`config.mk`:
```
export PLATFORM = sky130hd
export DESIGN_NAME = pipe_addsub
export DESIGN_NICKNAME = d
export VERILOG_FILES = /design/src/rtl/pipe_addsub_pkg.sv /design/src/rtl/addsub_slice.sv /design/src/rtl/pipe_addsub.sv
export SDC_FILE = /design/constraint.sdc
export NUM_CORES = 1
export LEC_CHECK = 0
export BUFFER_PORTS_ARGS = -buffer_cell sky130_fd_sc_hd__buf_4
export CORE_MARGIN = 2
export CORE_UTILIZATION = 52
export CTS_CLUSTER_SIZE = 8
export DETAILED_ROUTE_END_ITERATION = 16
export GPL_ROUTABILITY_DRIVEN = 0
export GPL_TIMING_DRIVEN = 0
export PLACE_DENSITY = 0.76
export SETUP_SLACK_MARGIN = 0.4
export SYNTH_ARGS = -nofsm -noshare
export SYNTH_HDL_FRONTEND = slang
export SYNTH_SLANG_ARGS = --single-unit
```
`constraint.sdc`:
```
create_clock -name clk -period 1.64 [get_ports clk]
set_clock_uncertainty 0.1 [all_clocks]
set_input_delay 0.246 -clock clk [delete_from_list [all_inputs] [get_ports clk]]
set_output_delay 0.246 -clock clk [all_outputs]
set_load 0.03 [all_outputs]
```
`src/rtl/pipe_addsub_pkg.sv`:
```
// Shared constants and parameter-legality helpers for the pipelined adder/subtractor.
package pipe_addsub_pkg;

  localparam int unsigned DEF_WIDTH  = 16;
  localparam int unsigned DEF_STAGES = 4;
  localparam int unsigned SLICE_W    = DEF_WIDTH / DEF_STAGES;

  // Bits handled by one pipeline segment.
  function automatic int unsigned slice_w(input int unsigned width, input int unsigned stages);
    return width / stages;
  endfunction

  // Legal configuration: WIDTH >= 2, 1 <= STAGES <= WIDTH, WIDTH evenly split.
  function automatic bit params_ok(input int unsigned width, input int unsigned stages);
    return (width >= 2) && (stages >= 1) && (stages <= width) && ((width % stages) == 0);
  endfunction

endpackage

```
`src/rtl/addsub_slice.sv`:
```
// Combinational SW-bit ripple add of one operand slice, with carry and MSB carry-in.
module addsub_slice
  import pipe_addsub_pkg::*;
#(
  parameter int unsigned SW = SLICE_W
) (
  input  logic [SW-1:0] a_i,
  input  logic [SW-1:0] b_i,
  input  logic          c_i,
  output logic [SW-1:0] sum_c_o,
  output logic          cout_c_o,
  output logic          msb_cin_c_o
);

  logic [SW:0] full_c;

  // One extra bit catches the carry out of the slice.
  assign full_c      = {1'b0, a_i} + {1'b0, b_i} + (SW+1)'(c_i);
  assign sum_c_o     = full_c[SW-1:0];
  assign cout_c_o    = full_c[SW];
  // Carry into the slice MSB recovered from the MSB sum bit.
  assign msb_cin_c_o = a_i[SW-1] ^ b_i[SW-1] ^ full_c[SW-1];

endmodule

```
`src/rtl/pipe_addsub.sv`:
```
// Pipelined WIDTH-bit adder/subtractor: STAGES carry-registered slices with
// skewed operand/sum registers, valid/ready handshake and global stall.
module pipe_addsub
  import pipe_addsub_pkg::*;
#(
  parameter int unsigned WIDTH  = DEF_WIDTH,
  parameter int unsigned STAGES = DEF_STAGES
) (
  input  logic             clk,
  input  logic             rst_n,
  input  logic             in_valid,
  output logic             in_ready,
  input  logic [WIDTH-1:0] a,
  input  logic [WIDTH-1:0] b,
  input  logic             cin,
  input  logic             sub,
  output logic             out_valid,
  input  logic             out_ready,
  output logic [WIDTH-1:0] sum,
  output logic             cout,
  output logic             ovf
);

  localparam int unsigned SW = slice_w(WIDTH, STAGES);

  if (!params_ok(WIDTH, STAGES)) begin : g_bad_params
    $error("pipe_addsub: illegal WIDTH/STAGES combination");
  end

  // Per-stage register outputs, visible to the following stage.
  logic             stg_v [STAGES];
  logic             stg_c [STAGES];
  logic             stg_o [STAGES];
  logic [WIDTH-1:0] stg_a [STAGES];
  logic [WIDTH-1:0] stg_b [STAGES];
  logic [WIDTH-1:0] stg_s [STAGES];

  // Whole pipe advances together whenever the output slot can move.
  assign in_ready  = !out_valid || out_ready;
  assign out_valid = stg_v[STAGES-1];
  assign sum       = stg_s[STAGES-1];
  assign cout      = stg_c[STAGES-1];
  assign ovf       = stg_o[STAGES-1];

  for (genvar k = 0; k < STAGES; k++) begin : g_stage
    logic             v_in, c_in;
    logic [WIDTH-1:0] a_in, b_in, s_in;
    logic [SW-1:0]    sl_sum;
    logic             sl_cout, sl_msb;
    logic             v_q, v_d, c_q, c_d, o_q, o_d;
    logic [WIDTH-1:0] a_q, a_d, b_q, b_d, s_q, s_d;

    if (k == 0) begin : g_head
      // Subtract becomes a + ~b + 1; cin only matters when adding.
      assign v_in = in_valid;
      assign a_in = a;
      assign b_in = sub ? ~b : b;
      assign c_in = sub ? 1'b1 : cin;
      assign s_in = '0;
    end else begin : g_body
      assign v_in = stg_v[k-1];
      assign a_in = stg_a[k-1];
      assign b_in = stg_b[k-1];
      assign c_in = stg_c[k-1];
      assign s_in = stg_s[k-1];
    end

    addsub_slice #(.SW(SW)) u_slice (
      .a_i        (a_in[SW-1:0]),
      .b_i        (b_in[SW-1:0]),
      .c_i        (c_in),
      .sum_c_o    (sl_sum),
      .cout_c_o   (sl_cout),
      .msb_cin_c_o(sl_msb)
    );

    // Next state: hold on stall, else consume lowest operand slice and push sum slice in at the top.
    always_comb begin
      v_d = v_q;
      c_d = c_q;
      o_d = o_q;
      a_d = a_q;
      b_d = b_q;
      s_d = s_q;
      if (in_ready) begin
        v_d = v_in;
        c_d = sl_cout;
        o_d = sl_msb ^ sl_cout;
        a_d = a_in >> SW;
        b_d = b_in >> SW;
        s_d = (s_in >> SW) | (WIDTH'(sl_sum) << (WIDTH - SW));
      end
    end

    // Stage register with async clear of valid and datapath.
    always_ff @(posedge clk or negedge rst_n) begin
      if (!rst_n) begin
        v_q <= 1'b0;
        c_q <= 1'b0;
        o_q <= 1'b0;
        a_q <= '0;
        b_q <= '0;
        s_q <= '0;
      end else begin
        v_q <= v_d;
        c_q <= c_d;
        o_q <= o_d;
        a_q <= a_d;
        b_q <= b_d;
        s_q <= s_d;
      end
    end

    assign stg_v[k] = v_q;
    assign stg_c[k] = c_q;
    assign stg_o[k] = o_q;
    assign stg_a[k] = a_q;
    assign stg_b[k] = b_q;
    assign stg_s[k] = s_q;
  end

endmodule

```
==> results.md, run 1 <==
- Result of the run: finished, violations left
- Failing checks: negative hold slack, negative setup slack
- Half-perimeter wire length after detailed placement: 5.90 mm
- Placed cell count: roughly 610
- Placed inst area: between 0.004 and 0.005 mm²
- Static leakage: 3.80 nW
- Most common cell in the synthesized netlist: nand2_1
- Worst voltage drop across the vdd grid: slightly above 1000 µV
- Asr flop ratio synth: between 90% and 100%
- H-tree depth reported by CTS: 3
- Worst-path fanout max: 2
- Max_cap viols: 0
- Critical Path AT: between 2 and 2.5 ns
- Number of global-route vias before repair: between 3,000 and 4,000
- Worst min-delay path class: input port to async pin
- Crit Path Category: flop to flop
- Tmin final: between 1.5 and 2 ns
- I/O pin total: 58
- Most frequent cells after synthesis: nand2_1 (225), dfrtp_1 (97), o21ai_0 (20)
- Synth warnings: 0
- Final Core Density: 91.7%
- Switching power of the nets: 6.58 mW
- Sinks on the clock net: 97
- Area of the placeable core: about 0.0081 mm²
- Clock insertion delay at the later pin of the skew report: 0.38 ns
- Initial Util: roughly 53%
- Worst max-slew margin expressed relative to the limit: ~40%
- Maximum number of pins on one net before global-route repair: 98
- Count of filler cells inserted in the layout: approximately 250
- Hold Slack: -0.183 ns
- Total track usage: between 30% and 40%
- Die Footprint: between 0.008 and 0.009 mm²
- Minimum setup slack in the final design: -0.249 ns
- Clock-pin slew on the worst setup and hold paths: about 0.09 ns
- Commonest register cell after synthesis: dfrtp_1
- Proportion of layout cells with a drive suffix above 1: between 60 and 70%
- Worst slew pin tran: roughly 0.9 ns
- Final slew viol count: 0
- Height of the die: around 95 µm
- Int Pwr: 8.43 mW
- Via count: about 4,300
- Crit end category: flop
- CTS root buf: clkbuf_8
- Reg power frac: 31.5%
- Number of nets in the layout: 659
- Summed area of non-filler cells in the final layout: between 0.007 and 0.008 mm²
- Final wirelength: 17.4 mm
- Number of placement rows: 33
- Clock tree from TritonCTS: yes
- Required time of the worst setup path: about 1.8 ns
- Fmax achieved: roughly 0.53 GHz
- Vias/cell: 6.03
- Synth Instances: approximately 450
- Leading cell types by total area after synthesis: dfrtp_1 (57%), nand2_1 (20%), fa_1 (3.7%)
- Horizontal extent of the die: between 90 and 100 µm
- Final worst path period share: 115%
- Gr ovfl total: 0
- Part of the Yosys area used for sequential elements: 56.7%
- Cell taking the most area after synthesis: dfrtp_1
- Antenna violations before repair: 0
- First-pass GRT wire length: ~21 mm
- Cell Area, Synth: approximately 0.0043 mm²
- Layout-stage area growth over the synthesis result: 73.4%
- Pwr dens: roughly 2000 mW/mm²
- Number of buffers added to fix hold violations after cts: 13
- Share of total power consumed by net switching: 43.8%
- Average wire per standard cell: around 25 µm
- Number of flip-flops and latches in the synthesized netlist: 97
- Number of non-filler instances in the completed layout: 711
- Unrepaired setup endpoints after global routing: true
- Post-synthesis area per instance: about 9.5 µm²
- Count of routing violations after the opening detailed-route iteration: 380
- Syn Nets: 509
- Number of buffers added on ports: 56
- Final Hold Fails: 97
- Post-route ant nets: 0
- Length of the first detailed-routing pass in iterations: 5
- Maximum count of clock buffers along a single path: 2
- Part of the power in combinational logic: 57.5%
- Number of different library cells in the post-synthesis netlist: 21
- Clock network fraction of design power: between 10 and 15%
- EDFF count, synth: 0
- Setup-violating endpoint count in the final report: 16
- Total clock buffers created by CTS: 9
- Sum of negative setup slack: -2.27 ns
- Worst Setup Start Kind: flop
- Count of inserted antenna diode cells: 0
- Area share of the leading cell type in the synthesized netlist: between 50% and 60%
- DRC Markers: 0
## timing repair
| action | in CTS | in global routing |
|---|---|---|
| cloned | 16 | 2 |
| pin swaps | 178 | 52 |
| buffers inserted | 38 | 14 |
| setup endpoints to repair | 75 | 118 |
| resized for setup | 250 | 149 |
| endpoints found under the hold margin | 13 | 97 |
## power groups by stage
stage,Combinational (mW),Sequential [mW],Clock [mW]
2_1_floorplan,2.52,4.43,0
4_1_cts,6.44,4.30,1.57
6_report,8.62,4.73,1.65
3_5_place_dp,4.08,4.14,0
5_1_grt,8.98,4.78,1.75
3_3_place_gp,3.94,4.07,0
## cell type report
| type | instances | area [µm²] | area share (%) |
|---|---|---|---|
| sequential | 97 | 2430 | 32.7 |
| clock inverter | 4 | 52.6 | 0.708 |
| inverter | 4 | 22.5 | 0.303 |
| timing repair buffer | 139 | 1620 | 21.8 |
| clock buffer | 12 | 145 | 1.96 |
| tap | 105 | 131 | 1.77 |
| multi-input combinational | 327 | 2620 | 35.3 |
| buffer | 23 | 407 | 5.48 |
## critical path: stages (launching register included)
cell and delay (ns):
dfrtp_1 0.43, fa_2 0.44, fa_2 0.38, buf_4 0.16, xnor2_2 0.17, o21ai_1 0.10
## logic make-up after synthesis
logic type | count (synthesis) | synth area share (%)
DFF | 97 | 56.7
xor gates and xnor gates | 25 | 5.11
buffers and inverters | 27 | 4.09
and+or+nand+nor | 240 | 21.4
adders and majority gates | 20 | 7.25
AOI/OAI and AO/OA | 42 | 5.41
## cells in the final DEF, fill, tap and decap left out, types with 3 or more instances in the layout
cell type,instances
fa_2,8
nand2_1,51
buf_16,11
o21ai_2,6
a21o_1,7
buf_4,63
xnor2_2,3
clkbuf_8,11
buf_12,20
nor2_1,10
a21oi_1,6
buf_8,14
xnor2_1,12
dfrtp_1,96
a21oi_2,7
clkinvlp_4,3
nand2_4,68
clkbuf_16,3
dlygate4sd3_1,13
buf_6,37
xor2_1,9
nand2_2,106
ha_1,11
o21ai_1,14
## through the flow
stage / power [mW] / worst slack (ns) / hold WS, ns
6_report: 15.0 / -0.249 / -0.183
5_1_grt: 15.5 / -0.288 / -0.0736
4_1_cts: 12.3 / -0.152 / 0.0368
3_5_place_dp: 8.22 / -0.544 / 0.347
3_3_place_gp: 8.01 / -0.510 / 0.345
2_1_floorplan: 6.95 / -0.444 / -0.150
## flip-flops by register name, indices dropped and copies added (netlist names)
register     flops
g_stage.s_q     24
out_valid        1
g_stage.a_q     24
cout             1
g_stage.v_q      3
g_stage.c_q      3
sum             16
ovf              1
g_stage.b_q     24
## metal layers
metal / up-vias / part of all wire (%) / GRT usage [%]
li1: 1712 / - / -
met1: 2122 / 36 / 39.4
met2: 335 / 50 / 52.4
met3: 116 / 7.6 / 5.19
met4: 0 / 6.1 / 14.4
met5: - / 0 / 0
## final timing paths
| check | startpoint | endpoint | slack, ns | cells past startpoint |
|---|---|---|---|---|
| min reg2reg | g_stage[0].b_q[2]$_DFFE_PN0P_ | g_stage[0].b_q[2]$_DFFE_PN0P_ | 0.43 | 2 |
| min | rst_n | g_stage[0].a_q[0]$_DFFE_PN0P_ | -0.18 | 1 |
| min in group clk | b[9] | g_stage[0].b_q[5]$_DFFE_PN0P_ | 0.03 | 3 |
| max | g_stage[0].c_q$_DFFE_PN0P_ | g_stage[1].s_q[14]$_DFFE_PN0P_ | -0.25 | 5 |
| max reg2reg | g_stage[0].c_q$_DFFE_PN0P_ | g_stage[1].s_q[14]$_DFFE_PN0P_ | -0.25 | 5 |
| max in group asynchronous | rst_n | out_valid$_DFFE_PN0P_ | 0.91 | 1 |
Power figures use the tool's default switching activity.
==> inputs of run 2 (changes only) <==
Settings changed: RECOVER_POWER from default to 100.
==> run 2 against run 1 <==
Net effect: the run ends with negative setup slack left; die area did not move; sequential share of layout area rose by 1.0 points; critical path depth did not move; routed wire length is essentially flat; highest routed layer unchanged; worst setup slack better by 0.0043 ns; global-route usage unchanged; critical path type unchanged; non-clock buffer count stayed put; final area is 3.0% lower; sequential power down 0.8%; utilization is 2.7 points lower.
==> results.md, run 2 (synthesis results as in run 1) <==
- Horizontal extent of the die: 94.7 µm (unchanged)
- First-pass GRT wire length: 20.7 mm (unchanged)
- Fmax achieved: 0.531 GHz (+0.23%)
- Number of nets in the layout: 659 (unchanged)
- Final slew viol count: 0 (unchanged)
- Count of routing violations after the opening detailed-route iteration: 354 (-6.8%)
- Count of inserted antenna diode cells: 0 (unchanged)
- Clock tree from TritonCTS: yes
- Critical path launch point: g_stage[0].c_q$_DFFE_PN0P_
- Setup-violating endpoint count in the final report: 95 (+79)
- CP max stage delay: 0.44 ns (about the same)
- Worst Setup Start Kind: flop
- Maximum number of pins on one net before global-route repair: 98 (unchanged)
- Maximum count of clock buffers along a single path: 2 (unchanged)
- Reg power frac: 32.4% (+0.9 points)
- Worst-path fanout max: 2 (unchanged)
- Worst voltage drop across the vdd grid: 1020 µV (+0.21%)
- Critical Path AT: 2.08 ns (+0.03 ns)
- Most frequent standard cell in the layout excluding fill and tap cells: nand2_2
- Final Core Density: 89.0% (-2.7 points)
- H-tree depth reported by CTS: 3 (unchanged)
- Count of filler cells inserted in the layout: 293 (+17%)
- Critical Path Sink: g_stage[1].s_q[14]$_DFFE_PN0P_
- Minimum setup slack in the final design: -0.245 ns (+0.00431 ns)
- Part of the power in combinational logic: 56.2% (-1.3 points)
- I/O pin total: 58 (unchanged)
- Slack of the worst reg-to-reg path: -0.24 ns (about the same)
- Die Footprint: 0.00898 mm² (unchanged)
- Worst min-delay path class: input port to flop
- Height of the die: 94.7 µm (unchanged)
- Half-perimeter wire length after detailed placement: 5.90 mm (unchanged)
- Clock-pin slew on the worst setup and hold paths: 0.10 ns (about the same)
- Area of the placeable core: 0.00809 mm² (unchanged)
- Sum of negative setup slack: -8.08 ns (-5.81 ns)
- Summed area of non-filler cells in the final layout: 0.00720 mm² (-3.0%)
- Initial Util: 52.9% (unchanged)
- Hold path startpoint: b[9]
- Depth of the most critical reg-to-reg path: 5 (unchanged)
- Sinks on the clock net: 97 (unchanged)
- Switching power of the nets: 6.51 mW (-1.0%)
- Final worst path period share: 115% (-0.26 points)
- Length of the first detailed-routing pass in iterations: 5 (unchanged)
- Tmin final: 1.88 ns (-0.00431 ns)
- Crit path buffers/inverters: 1 (unchanged)
- Worst slew pin tran: 1.34 ns (+0.436 ns)
- Critical Path Slowest Stage Cell: fa_2
- DRC Markers: 0 (unchanged)
- Placement-stage worst setup slack: -0.544 ns (unchanged)
- Total clock buffers created by CTS: 9 (unchanged)
- Critical path's most frequent cell: fa_2
- Proportion of layout cells with a drive suffix above 1: 58.4% (-3.1 points)
- Pwr dens: 2010 mW/mm² (-0.42%)
- Layout-stage area growth over the synthesis result: 68.2%
- Max_cap viols: 0 (unchanged)
- Final wirelength: 17.5 mm (about the same)
- Number of global-route vias before repair: 3,986 (unchanged)
- Int Pwr: 7.99 mW (-5.2%)
- Clock insertion delay at the later pin of the skew report: 0.38 ns (about the same)
- Vias/cell: 5.97 (-0.89%)
- Number of buffers added to fix hold violations after cts: 13 (unchanged)
- Placed inst area: 0.00493 mm² (unchanged)
- Via count: 4,247 (-0.89%)
- Result of the run: finished, violations left
- Share of total power consumed by net switching: 44.9% (+1.1 points)
- Cell depth of the worst setup path: 5 (unchanged)
- Total track usage: 31.1% (unchanged)
- Reg-to-reg critical path startpoint: g_stage[0].c_q$_DFFE_PN0P_
- Failing checks: negative setup slack
- Power after layout: 14.5 mW (-3.4%)
- Crit Path Category: flop to flop
- Top library cells by usage in the layout, fill and taps aside: nand2_2 (106), dfrtp_1 (96), nand2_4 (68)
- Static leakage: 3.67 nW (-3.3%)
- Final Hold Fails: 0 (-100%)
- Clock network fraction of design power: 11.4% (+0.4 points)
- Worst max-slew margin expressed relative to the limit: 10.4% (-29 points)
- Antenna violations before repair: 0 (unchanged)
- Cell chain of the critical path: fa_2 -> fa_2 -> buf_4 -> xnor2_2 -> o21ai_1
- Destination of the worst register-to-register timing path: g_stage[1].s_q[14]$_DFFE_PN0P_
- Unrepaired setup endpoints after global routing: true
- CTS root buf: clkbuf_8
- Post-route ant nets: 0 (unchanged)
- Required time of the worst setup path: 1.83 ns (+0.03 ns)
- Gr ovfl total: 0 (unchanged)
- Number of placement rows: 33 (unchanged)
- Registers with the most flip-flops: g_stage.a_q (24), g_stage.b_q (24), g_stage.s_q (24)
- Number of buffers added on ports: 56 (unchanged)
- Crit end category: flop
- Gate family responsible for the most delay along the worst path: adder cells
- Average wire per standard cell: 24.6 µm (about the same)
## run 2: cell types whose count changed in the layout (fill, tap and decap cells not counted), sizes merged
cell	previous run	this run
buf	145	122
clkbuf	16	39
## run 2: per-stage QoR
| stage | hold slack (ns) | instances |
|---|---|---|
| 3_5_place_dp | 0.347 | 612 |
| 5_1_grt | 0.0310 | 711 |
| 2_1_floorplan | -0.150 | 451 |
| 4_1_cts | 0.0368 | 695 |
| 6_report | 0.0255 | 711 |
| 3_3_place_gp | 0.345 | 612 |
## run 2: final cells by class
class                      count  area [µm²]  share of cell area, %
tap                          105         131                   1.82
inverter                       4        22.5                  0.313
clock buffer                  12         145                   2.01
buffer                        23         405                   5.63
multi-input combinational    327        2620                   36.3
sequential                    97        2430                   33.7
clock inverter                 4        52.6                  0.730
timing repair buffer         139        1400                   19.5
## run 2: what timing repair did
item,CTS,global route
pin swaps,178,52
gates cloned,16,2
buffers inserted,38,14
endpoints found under the setup margin,75,118
endpoints found under the hold margin,13,97
gates resized for setup,250,149
## run 2: worst min-delay path by stage
stage          slack [ns]  depth (start not counted)                              to
6_report             0.03                          3   g_stage[0].b_q[5]$_DFFE_PN0P_
5_1_grt              0.03                          3   g_stage[0].b_q[5]$_DFFE_PN0P_
4_1_cts              0.04                          3  g_stage[0].b_q[10]$_DFFE_PN0P_
3_5_place_dp         0.35                          3   g_stage[0].a_q[8]$_DFFE_PN0P_
3_3_place_gp         0.35                          3   g_stage[0].a_q[9]$_DFFE_PN0P_
2_1_floorplan       -0.15                          0                cout$_DFFE_PN0P_
## run 2: tightest hold or removal path: cells and delay by family
| kind | cells | cell delay, ns |
|---|---|---|
| AOI/OAI and AO/OA | 1 | 0.05 |
| xor gates and xnor gates | 1 | 0.10 |
| buffers and inverters | 1 | 0.08 |
## run 2: power by group through the flow
stage          logic, mW  clock network [mW]  registers [mW]
3_5_place_dp        4.08                   0            4.14
2_1_floorplan       2.52                   0            4.43
3_3_place_gp        3.94                   0            4.07
6_report            8.15                1.66            4.69
5_1_grt             8.51                1.75            4.74
4_1_cts             6.44                1.57            4.30
## run 2: layer usage
metal | part of all wire, % | track usage [%] | vias up
li1 | - | - | 1702
met1 | 36 | 39.4 | 2112
met2 | 50 | 52.4 | 326
met3 | 8.1 | 5.19 | 107
met4 | 5.8 | 14.4 | 0
met5 | 0 | 0 | -
